`src/rtl/mac_dot_ctrl.sv`:
```
// mac_dot_ctrl: sequencer that streams N_TERMS sample/coefficient pairs from
// two synchronous-read memories into an attached MAC and returns the
// accumulated Q7.8 dot product on a valid/ready output.
module mac_dot_ctrl #(
  parameter int N_TERMS = 32,
  parameter int ADDR_W  = 5,
  parameter int DATA_W  = 16
) (
  input  logic              clk,
  input  logic              reset,
  input  logic              start,
  output logic              busy,
  output logic [ADDR_W-1:0] x_addr,
  input  logic [DATA_W-1:0] x_data,
  output logic [ADDR_W-1:0] c_addr,
  input  logic [DATA_W-1:0] c_data,
  output logic [DATA_W-1:0] mac_x1,
  output logic [DATA_W-1:0] mac_x2,
  output logic              mac_load,
  input  logic [DATA_W-1:0] mac_out,
  output logic [DATA_W-1:0] result,
  output logic              result_valid,
  input  logic              result_ready
);

  typedef enum logic [2:0] {
    IDLE    = 3'd0,
    FETCH   = 3'd1,
    ACC     = 3'd2,
    CAPTURE = 3'd3,
    HOLD    = 3'd4
  } state_t;

  localparam logic [ADDR_W-1:0] K_LAST = ADDR_W'(N_TERMS - 1);
  localparam logic [ADDR_W-1:0] K_ONE  = ADDR_W'(1);

  state_t              state_q, state_d;
  logic [ADDR_W-1:0]   k_q, k_d;
  logic [DATA_W-1:0]   result_q, result_d;
  logic                valid_q, valid_d;
  logic [ADDR_W-1:0]   addr;

  // State, term counter and captured-result registers; reset clears all.
  always_ff @(posedge clk) begin
    if (reset) begin
      state_q  <= IDLE;
      k_q      <= '0;
      result_q <= '0;
      valid_q  <= 1'b0;
    end else begin
      state_q  <= state_d;
      k_q      <= k_d;
      result_q <= result_d;
      valid_q  <= valid_d;
    end
  end

  // Next-state logic and MAC/memory drive; operands are zero outside ACC so
  // the MAC holds its accumulator while idle or waiting on the consumer.
  always_comb begin
    state_d  = state_q;
    k_d      = k_q;
    result_d = result_q;
    valid_d  = valid_q;
    addr     = '0;
    mac_x1   = '0;
    mac_x2   = '0;
    mac_load = 1'b0;
    busy     = 1'b1;

    unique case (state_q)
      IDLE: begin
        busy = 1'b0;
        k_d  = '0;
        if (start) state_d = FETCH;
      end
      FETCH: begin
        // Address 0 is presented here so its data arrives in ACC k=0.
        k_d     = '0;
        state_d = ACC;
      end
      ACC: begin
        mac_x1   = x_data;
        mac_x2   = c_data;
        mac_load = (k_q == '0);
        // Prefetch the next term; the wrap after the last term is unused.
        addr     = k_q + K_ONE;
        k_d      = k_q + K_ONE;
        if (k_q == K_LAST) begin
          k_d     = '0;
          state_d = CAPTURE;
        end
      end
      CAPTURE: begin
        result_d = mac_out;
        valid_d  = 1'b1;
        state_d  = HOLD;
      end
      HOLD: begin
        if (valid_q && result_ready) begin
          valid_d = 1'b0;
          state_d = IDLE;
        end
      end
      default: state_d = IDLE;
    endcase
  end

  assign x_addr       = addr;
  assign c_addr       = addr;
  assign result       = result_q;
  assign result_valid = valid_q;

endmodule

```
`config.mk`:
```
export PLATFORM = sky130hd
export DESIGN_NAME = mac_dot_ctrl
export DESIGN_NICKNAME = d
export VERILOG_FILES = /design/src/rtl/mac_dot_ctrl.sv
export SDC_FILE = /design/constraint.sdc
export NUM_CORES = 1
export LEC_CHECK = 0
export CAP_MARGIN = 5
export CORE_ASPECT_RATIO = 1.2
export CORE_MARGIN = 1.5
export CORE_UTILIZATION = 29
export DETAILED_ROUTE_END_ITERATION = 8
export GPL_TIMING_DRIVEN = 0
export PLACE_DENSITY_LB_ADDON = 0.3
export SYNTH_ARGS = -nofsm -noshare
export SYNTH_HDL_FRONTEND = slang
export SYNTH_SLANG_ARGS = --single-unit
```
`constraint.sdc`:
```
create_clock -name clk -period 1.7 [get_ports clk]
set_input_delay 0.34 -clock clk [delete_from_list [all_inputs] [get_ports clk]]
set_output_delay 0.34 -clock clk [all_outputs]
set_load 0.01 [all_outputs]
```
Yosys cells after proc, flatten, opt, wreduce, memory -nomap -nowiden:

Index checks and enable logic that the tools add are counted.

* $add $sub $neg: 1
* multipliers: 0
* divide/modulo/power cells: 0
* magnitude comparators: 0
* equal/unequal tests: 8
* shift-type cells: 0
* mux-type cells: 13
* bitwise gates (word level): 0
* reductions and logical operators: 8

Operator list (count)
* 16-bit two-way mux: 2
* 3-bit case mux with 5 select lines: 1
* 5-bit two-way mux: 2
* 5-bit case mux with 2 select lines: 1
* 3-bit two-way mux: 3
* 3-bit by 2-bit == test with 1-bit output, second input constant: 2
* 2-bit != test, second input constant: 3
* 5-bit by 1-bit adder with 5-bit output, second input constant: 1
* 5-bit == test, second input constant: 1
* 5-bit zero test: 1
* 2-bit nonzero test: 2
* 3-bit by 1-bit == test with 1-bit output, second input constant: 1
* 3-bit == test, second input constant: 1
* 3-bit zero test: 1
* 1-bit two-way mux: 3
* 3-bit AND reduction: 1
* 1-bit case mux with 2 select lines: 1
* 2-bit AND reduction: 1
* 2-bit OR reduction: 1
* 1-bit logical AND: 1

* bits in registers: 25
* bits in latches: 0
* bits in writable memories: 0
* memory bits (read-only): 0
* logic and storage cells: 34
* memories kept: 0

Depth between registers and ports, before layout:

Gate-level depths: netlist of the first run.

* word-level depth: 3
* gate-level depth with buffers: 6

Worst setup path before layout of the first run:

Ideal clock, no wire load.

* path type: register to register
* start point: reg k_q[0]
* end point: reg k_q[3]
* data arrival time: 1638 ps
* data required time: 1612 ps
* setup slack: -26 ps
* cell stages (with the launch flop): 7
* buffers on the path: 0
* clock period less this slack: 1726 ps
* cell sequence: dfxtp_1 ha_1 and3_1 ha_1 nor4b_4 a41oi_1 a311oi_2

* longest elaborated chain between the ends: 3

RTL lines
* start: declaration: line 38 `logic [ADDR_W-1:0] k_q, k_d;`
* start signal: assignment: line 52 `k_q <= k_d;`
* 5-bit by 1-bit adder with 5-bit output / 5-bit == test (equally long branches): line 88, 89
* 5-bit two-way mux *: line 89 `if (k_q == K_LAST) begin`
* 5-bit case mux with 2 select lines *: line 71 `unique case (state_q)`

Mark *: on every way between the ends. The rest lies on a longest branch, timed or not.
A chain may end at the register's enable or synchronous reset.

Final worst setup path of the first run:

* start point: reg k_q[3]
* end point: out x_addr[4]

* longest elaborated chain between the ends: 2

RTL lines
* 5-bit by 1-bit adder with 5-bit output: line 87 `addr = k_q + K_ONE;`
* 5-bit two-way mux: line 71
* end: declaration: line 13 `output logic [ADDR_W-1:0] x_addr,`

No other way between the ends.

==> impl_results.md, run 1 <==
- Crit start category: flip-flop
- Reg-to-reg endpoint: k_q[3]$_SDFFE_PP0P_
- Drt drc: 0
- Design area: 2890 um^2
- Largest net degree at the start of global routing: 16
- Setup ws final: -0.222 ns
- RSZ-0062 raised after global routing: true
- Final nets: 355
- Slew @ Worst Pin: a little under 0.5 ns
- Die H: 78.1 um
- Synth warn: 0
- Slew headroom: 0.669
- Ys flop type: dfxtp_1
- Element type at the critical path end: output port
- Synth Cell Area: about 1400 um^2
- Clock slew at reported path FFs: 0.09 ns
- Number of CTS-inserted buffers: 3
- Vias/cell: 4.57
- Critical path class: reg2out
- Antenna cell count: 0
- Total vias in the final route: 1633
- Crit path to: x_addr[4]
- Die Footprint: 5120 um^2
- Static Leakage: 0.00119 uW
- Data required time at the worst endpoint: 1.36 ns
- 1st-iter DRT viols: between 70 and 80
- Worst Hold Class: in2reg
- Skew-Pair Late Insertion Delay: 0.27 ns
- CP most frequent cell: buf_6
- DRT Wirelength: 4520 um
- Initial core utilization: 0.299
- Total power: 1490 uW
- Area after DPL: 2550 um^2
- Final Max Slew Viols: 0
- Status: complete, but fails checks
- DR WL/cell: around 13 um
- Syn Area/Cell: 7.92 um^2
- CP Max Fanout: 5
- Max VDD drop: 0.318 mV
- Worst r2r src: k_q[1]$_SDFFE_PP0P_
- Grt ovf: 0
- Detailed placement HPWL: 3190 um
- Final worst-path cycle share: 1.13
- Pre-antenna DRT Iters: 4
- Final Non-Filler Cells: 357
- Placed Cells: 341
- Area leader, netlist: dfxtp_1
- Vias in the first global route: 1612
- Seq cells post-synth: 25
- Number of flops mapped to enable cells by yosys: 0
- Top-area cell type share of the netlist area: 0.367
- Max Clk Rate: between 0.5 and 0.6 GHz
- Syn_nets: 227
- Clk sink count: 25
- Synth top area cells: dfxtp_1 (37%), and2_1 (16%), nand2_1 (9.6%)
- Stages on worst setup path: 5
- Number of H-tree levels: 1
- Pwr/cell area: 516 nW/um^2
- Seq/Total Area, Yosys: 0.367
- GRT Overall Usage: 0.181
- Worst path bufs/invs: 2
- CP delay by family, top: flip-flops
- Slowest-stage cell, CP: dfxtp_1
- Fraction of layout cells with a size suffix above 1: 0.385
- Crit-path max cell delay: 0.50 ns
- Bufs on Longest Clock Path: 2
- Clock root buffer: clkbuf_8
- Final GP Congestion: approximately 0.72
- Initial antenna violation count: 0
- TritonCTS clock tree: yes
- Synthesized instance count: 172
- Failing checks: setup timing
- Worst Skew: 0.00210 ns
- I/O Pins: 113
- Area Overhead vs Synth: 112%
- Cell variety after synth: 34
- Final Hold Vio Count: 0
- Setup slack, reg-to-reg: 0.02 ns
- CP Cell Sequence: and3_4 -> ha_4 -> and2_4 -> buf_6 -> buf_6
- Core Rows: 27
- First-pass GRT wire length: 7270 um
- Minimum clock period: 1.92 ns
- Asr flop ratio synth: 0
- Final hold slack: 0.435 ns
- CP arrival: 1.58 ns
- IO Port Bufs: 111
- Max-cap violations: 0
- Worst R2R Path Depth: 6
- Die X: approximately 66 um
- Final setup viols: 44
- Core outline area: ~4600 um^2
- DRT antenna net count: 0
- CP startpoint: k_q[3]$_SDFFE_PP0P_
==> cell type report <==
class	count	area, um^2
clock buffers	3	41.3
repair buffers	124	1210
plain buffers	17	156
multi-input cells	125	872
well taps	58	72.6
fillers	404	1670
inverters	4	15.0
clock inverters	1	7.51
flip-flops and latches	25	515
==> cell usage in the layout (no fill, tap or decap), types with 2 or more instances in the layout <==
| cell | n |
|---|---|
| dfxtp_1 | 19 |
| dfxtp_4 | 3 |
| buf_8 | 2 |
| inv_1 | 3 |
| clkdlybuf4s50_1 | 67 |
| clkbuf_8 | 7 |
| nor2_4 | 3 |
| and2_1 | 13 |
| buf_6 | 39 |
| a211oi_1 | 2 |
| nor3_1 | 2 |
| dfxtp_2 | 3 |
| buf_2 | 16 |
| ha_4 | 2 |
| clkbuf_1 | 2 |
| nand2_1 | 35 |
| nor2_1 | 3 |
| a21oi_1 | 21 |
| buf_4 | 7 |
| and2_4 | 21 |
==> flip-flops by register name, summed over array words and instances, names as in the netlist <==
name / cells
result: 16
k_q: 5
state_q: 3
result_valid: 1
==> layer usage <==
metal / global-route usage / up-vias / share of wire
li1: - / 814 / -
met1: 0.204 / 727 / 0.39
met2: 0.327 / 87 / 0.50
met3: 0.0487 / 5 / 0.091
met4: 0.0563 / 0 / 0.012
met5: 0 / - / 0
==> kinds of logic after synthesis <==
kind of cell	count (synthesis)	synth area share
simple gates	88	0.354
compound gates	30	0.136
flops	25	0.367
buf+inv	22	0.0881
xor+xnor	3	0.0193
fa+ha+maj	3	0.0276
mux	1	0.00735
==> power breakdown <==
part           internal, uW  switching, uW
clock network           166            195
registers               598           11.4
logic                   325            194
==> stage by stage <==
| step | TNS, ns | setup slack [ns] | utilization |
|---|---|---|---|
| after floorplan | 0 | 0.0142 | - |
| after global placement | -19.63 | -0.672 | 0.559 |
| after detailed placement | -19.73 | -0.658 | 0.559 |
| after CTS | -5.67 | -0.209 | 0.620 |
| after global routing | -9.00 | -0.282 | 0.633 |
| final | -6.44 | -0.222 | 0.633 |
==> how the worst min path moves through the flow <==
stage,startpoint,cells past startpoint,end
floorplan,mac_out[0],2,result[0]$_SDFFE_PP0P_
global placement,result[3]$_SDFFE_PP0P_,2,result[3]$_SDFFE_PP0P_
detailed placement,result[1]$_SDFFE_PP0P_,2,result[1]$_SDFFE_PP0P_
CTS,reset,2,k_q[3]$_SDFFE_PP0P_
global route,reset,2,k_q[3]$_SDFFE_PP0P_
finish,reset,2,k_q[3]$_SDFFE_PP0P_
==> synth_stat cells (2+ instances only) <==
cell,n
ha_1,3
nand2_1,35
inv_1,4
nor3_1,2
and2_1,34
a211oi_1,2
nor2_1,6
a21oi_1,21
xnor2_1,2
nor4_1,2
clkbuf_1,6
dfxtp_1,25
buf_4,7
buf_2,3
==> what timing repair did <==
item                                    CTS  global route
endpoints found under the setup margin   45            45
pin swaps                                35             5
setup buffers                             9             0
hold buffers                              0             0
cloned                                    4             0
resized for setup                       254            17
(Power assumes the default switching activity.)
==> run 2: changes to the inputs <==
- CORE_ASPECT_RATIO: 1.2 -> 0.5
- CTS_CLUSTER_DIAMETER: not set -> 100
- GPL_TIMING_DRIVEN: 0 -> not set
==> run 2 against run 1 <==
The flow still finishes with violations (setup timing). Global-route usage fell by 0.082 points. Via count is 0.24% higher. Wire length grew 18%. Worst setup slack better by 0.082 ns. Clock-buffer cell count did not move. Combinational power increased by 18%. Hold slack improved by 0.022 ns. Sequential power is essentially flat. Critical path type unchanged.
==> impl_results.md, run 2 (same netlist as run 1, synthesis figures left out) <==
- Final Hold Vio Count: 0
- CP Cell Sequence: ha_4 -> and3_4 -> ha_4 -> and2_4 -> buf_6
- Area Overhead vs Synth: 125%
- Placed Cells: 341
- I/O Pins: approximately 110
- Clock slew at reported path FFs: 0.10 ns
- Core outline area: roughly 4400 um^2
- TritonCTS clock tree: yes
- Number of CTS-inserted buffers: 3
- Final nets: 356
- DRT Wirelength: 5340 um
- Minimum clock period: 1.84 ns
- Core Rows: 17
- Final hold slack: 0.457 ns
- Min-Delay Path Depth: 2
- Reg-to-reg endpoint: k_q[0]$_SDFFE_PP0P_
- Final Max Slew Viols: 0
- Element type at the critical path end: output port
- Antenna cell count: 0
- Crit start category: flip-flop
- Worst r2r src: k_q[0]$_SDFFE_PP0P_
- Final GP Congestion: between 0.7 and 0.8
- 1st-iter DRT viols: 29
- IO Port Bufs: 112
- Critical path class: reg2out
- CP Max Fanout: 2
- Hold EP: result[3]$_SDFFE_PP0P_
- GRT Overall Usage: 0.180
- RSZ-0062 raised after global routing: true
- Total vias in the final route: roughly 1600
- Max-cap violations: 0
- CP startpoint: k_q[0]$_SDFFE_PP0P_
- Max reg flops: 16
- Area after DPL: around 2600 um^2
- Setup ws final: -0.140 ns
- Final core utilization: 0.690
- Fraction of layout cells with a size suffix above 1: 0.440
- Slowest-stage cell, CP: dfxtp_2
- Grt ovf: 0
- Pwr/cell area: 524 nW/um^2
- Static Leakage: 0.00125 uW
- Hold Path Origin: result[3]$_SDFFE_PP0P_
- Crit-path max cell delay: 0.36 ns
- Skew-Pair Late Insertion Delay: 0.28 ns
- Vias/cell: ~4.6
- Pre-antenna DRT Iters: 4
- Worst Hold Class: reg2reg
- Slew @ Worst Pin: 0.346 ns
- Die X: 99.9 um
- Initial core utilization: 0.307
- Dpl ws: -0.300 ns
- Clock root buffer: clkbuf_8
- Final setup viols: 45
- Largest net degree at the start of global routing: 19
- DRT antenna net count: 0
- Clk sink count: 25
- Data required time at the worst endpoint: 1.36 ns
- Slew headroom: 0.769
- Detailed placement HPWL: 3350 um
- CP most frequent cell: ha_4
- Design area: 3070 um^2
- Die H: a little over 50 um
- Final worst-path cycle share: 1.08
- Most frequent cells in the layout: clkdlybuf4s50_1 (68), buf_6 (47), nand2_1 (35)
- Final Non-Filler Cells: 357
- Setup slack, reg-to-reg: -0.03 ns
- Max VDD drop: approximately 0.3 mV
- Failing checks: setup timing
- Drt drc: 0
- Max Clk Rate: 0.543 GHz
- DR WL/cell: 15.0 um
- Worst Skew: 0.00395 ns
- Commonest non-fill, non-tap cell in the layout: clkdlybuf4s50_1
- Initial antenna violation count: 0
- Number of H-tree levels: 1
- Bufs on Longest Clock Path: 2
- Status: complete, but fails checks
- Vias in the first global route: 1518
- First-pass GRT wire length: 7070 um
- Die Footprint: a little over 5000 um^2
- CP arrival: 1.50 ns
- Worst R2R Path Depth: 8
## run 2: how the worst max path moves through the flow
stage                                to  depth (start not counted)
finish                        c_addr[4]                          5
global route                 mac_x2[10]                          5
CTS                           x_addr[4]                          5
detailed placement            c_addr[4]                          5
global placement              c_addr[4]                          5
floorplan           k_q[3]$_SDFFE_PP0P_                          6
## run 2: critical path: cells and delay by family, from the launching register on
family	cells	cell delay [ns]
AND/OR/NAND/NOR	2	0.34
buffers and inverters	1	0.10
flip-flops	1	0.36
adder cells (fa/ha/maj)	2	0.43
## run 2: per-layer routing
metal | up-vias | global-route usage | wire [um]
met3 | 6 | 0.0383 | 249
met2 | 53 | 0.347 | 2790
li1 | 814 | - | -
met1 | 764 | 0.199 | 2220
met5 | - | 0 | 0
met4 | 0 | 0.0634 | 77
## run 2: power by group
part	switching, uW	internal (uW)	total (uW)
combinational	220	396	616
clock	213	167	380
sequential	12.6	599	612
## run 2: timing repair
item,4_1_cts,5_1_grt
endpoints found under the hold margin,0,0
buffers inserted,3,3
setup endpoints to repair,45,44
gates resized for setup,207,73
gates cloned,2,4
hold buffers,0,0
pin swaps,11,35
## run 2: area by class of cell
class                      count  area, um^2
inverter                       4        15.0
clock inverter                 1        7.51
multi-input combinational    125         911
sequential                    25         512
timing repair buffer         142        1510
fill                         320        1380
clock buffer                   3        41.3
tap                           57        71.3
## run 2: metrics by stage
step	TNS, ns	power (uW)
after global placement	-3.93	1060
after global routing	-4.84	1680
final	-3.18	1610
after detailed placement	-4.62	1070
after floorplan	0	792
after CTS	-1.14	1450
==> run 3: changes to the inputs <==
- CORE_ASPECT_RATIO: 0.5 -> 1.75
==> run 3 against run 2 <==
The run still ends with setup timing left. Sequential power is essentially flat. Clock skew down 0.0025 ns. Via count down 0.12%. Non-clock buffer count shrank 5. Final cell count down 3.1%. Maximum frequency rose by 1.9%. Sequential share of layout area increased by 1.2 points. Critical path type unchanged. Critical endpoint is now x_addr[4].
==> impl_results.md, run 3 (same netlist as run 1, synthesis figures left out) <==
- Failing checks: setup timing
- Max VDD drop: about 0.39 mV
- CP arrival: 1.47 ns
- Pwr/cell area: about 530 nW/um^2
- Final worst-path cycle share: 1.06
- Max Clk Rate: 0.554 GHz
- Clock slew at reported path FFs: 0.09 ns
- Most frequent cells in the layout: clkdlybuf4s50_1 (68), nand2_1 (35), buf_6 (31)
- Largest net degree at the start of global routing: 26
- Crit start category: flip-flop
- Stages on worst setup path: 5
- Crit-path max cell delay: 0.35 ns
- Clock root buffer: clkbuf_8
- DRT Wirelength: 4540 um
- Setup ws final: -0.106 ns
- Slew @ Worst Pin: 0.315 ns
- Max-cap violations: 0
- Layout fillers: between 300 and 400
- Vias/cell: 4.73
- Area occupied by multi-input gates: a little under 900 um^2
- Core Rows: 32
- Final setup viols: between 40 and 50
- GRT Overall Usage: 0.170
- Number of CTS-inserted buffers: 3
- Sequential cell area: between 500 and 600 um^2
- DR WL/cell: 13.1 um
- Data required time at the worst endpoint: around 1.4 ns
- Initial antenna violation count: 0
- RSZ-0062 raised after global routing: true
- Max reg flops: 16
- Worst R2R Path Depth: 6
- Pre-antenna DRT Iters: 4
- Static Leakage: 0.00118 uW
- Antenna cell count: 0
- Worst Skew: 0.00145 ns
- Skew-Pair Late Insertion Delay: 0.27 ns
- Slew headroom: 0.789
- Number of H-tree levels: 1
- Critical path class: reg2out
- Final GP Congestion: 0.755
- Fraction of layout cells with a size suffix above 1: 0.376
- Min-Delay Path Depth: 2
- Worst Hold Class: reg2reg
- TritonCTS clock tree: yes
- I/O Pins: around 110
- Total vias in the final route: 1635
- CP Cell Sequence: ha_4 -> and3_4 -> ha_4 -> and2_4 -> buf_6
- Final hold slack: 0.455 ns
- Bufs on Longest Clock Path: 2
- Die Footprint: 5130 um^2
- Clk sink count: 25
- Slowest-stage cell, CP: dfxtp_2
- Commonest non-fill, non-tap cell in the layout: clkdlybuf4s50_1
- Core outline area: 4440 um^2
- Final Max Slew Viols: 0
- Vias in the first global route: about 1500
- Status: complete, but fails checks
- Element type at the critical path end: output port
- DRT antenna net count: 0
- Worst path bufs/invs: 1
- CP most frequent cell: ha_4
- First-pass GRT wire length: 6630 um
- CP Max Fanout: 2
- Die X: 54.8 um
- Grt ovf: 0
- IO Port Bufs: approximately 110
- Die H: 93.7 um
- 1st-iter DRT viols: 7
- CTS Hold Bufs: 0
- Initial core utilization: 0.307
- Final nets: 351
- Area Overhead vs Synth: 109%
- Drt drc: 0
- Minimum clock period: 1.81 ns
- CP delay by family, top: adder cells
- Detailed placement HPWL: between 3000 and 4000 um
- Final Hold Vio Count: 0
- Setup TNS: -1.07 ns
[run 3: cell types whose count changed in the layout (fill, tap and decap cells not counted), sizes merged]
cell    change
buf         -4
clkbuf      -1
[run 3: repair_timing]
item | CTS | global route
setup endpoints to repair | 45 | 45
pin swaps | 6 | 20
cloned | 1 | 3
buffers inserted | 2 | 3
resized for setup | 210 | 36
[run 3: layout make-up]
type                       instances  area share
sequential                        25       0.179
inverter                           4     0.00526
clock buffer                       3      0.0145
clock inverter                     1     0.00263
timing repair buffer             137       0.473
multi-input combinational        125       0.304
tap                               51      0.0224
[run 3: tightest hold or removal path: cells and delay by family, from the launching register on]
kind,cells,cell delay [ns]
DFF,1,0.32
and+or+nand+nor,1,0.05
AOI/OAI and AO/OA,1,0.05
[run 3: final timing paths]
path / startpoint / to / slack [ns]
worst max-delay path: k_q[0]$_SDFFE_PP0P_ / x_addr[4] / -0.11
worst max register to register: k_q[0]$_SDFFE_PP0P_ / k_q[3]$_SDFFE_PP0P_ / 0.04
worst min-delay path: result[1]$_SDFFE_PP0P_ / result[1]$_SDFFE_PP0P_ / 0.46
worst min register to register: result[1]$_SDFFE_PP0P_ / result[1]$_SDFFE_PP0P_ / 0.46
[run 3: report_power, final]
part	switching [uW]	leakage, uW	internal (uW)
clock	200	0.0000217	166
sequential	10.7	0.000205	601
combinational	194	0.000954	338
[run 3: metrics by stage]
| step | utilization | power [uW] | std cells | cell area [um^2] | worst slack (ns) |
|---|---|---|---|---|---|
| after global placement | 0.583 | 1070 | 333 | 2590 | -0.336 |
| after global routing | 0.642 | 1580 | 346 | 2850 | -0.143 |
| after CTS | 0.586 | 1430 | 340 | 2610 | -0.110 |
| after detailed placement | 0.583 | 1070 | 333 | 2590 | -0.328 |
| after floorplan | - | 792 | 172 | 1370 | 0.0142 |
| final | 0.642 | 1510 | 346 | 2850 | -0.106 |
[run 3: layer usage]
layer / global-route usage / routed length (um) / up-vias
li1: - / - / 807
met1: 0.187 / 1630 / 743
met2: 0.312 / 2530 / 83
met3: 0.0334 / 338 / 2
met4: 0.0438 / 38 / 0
met5: 0 / 0 / -
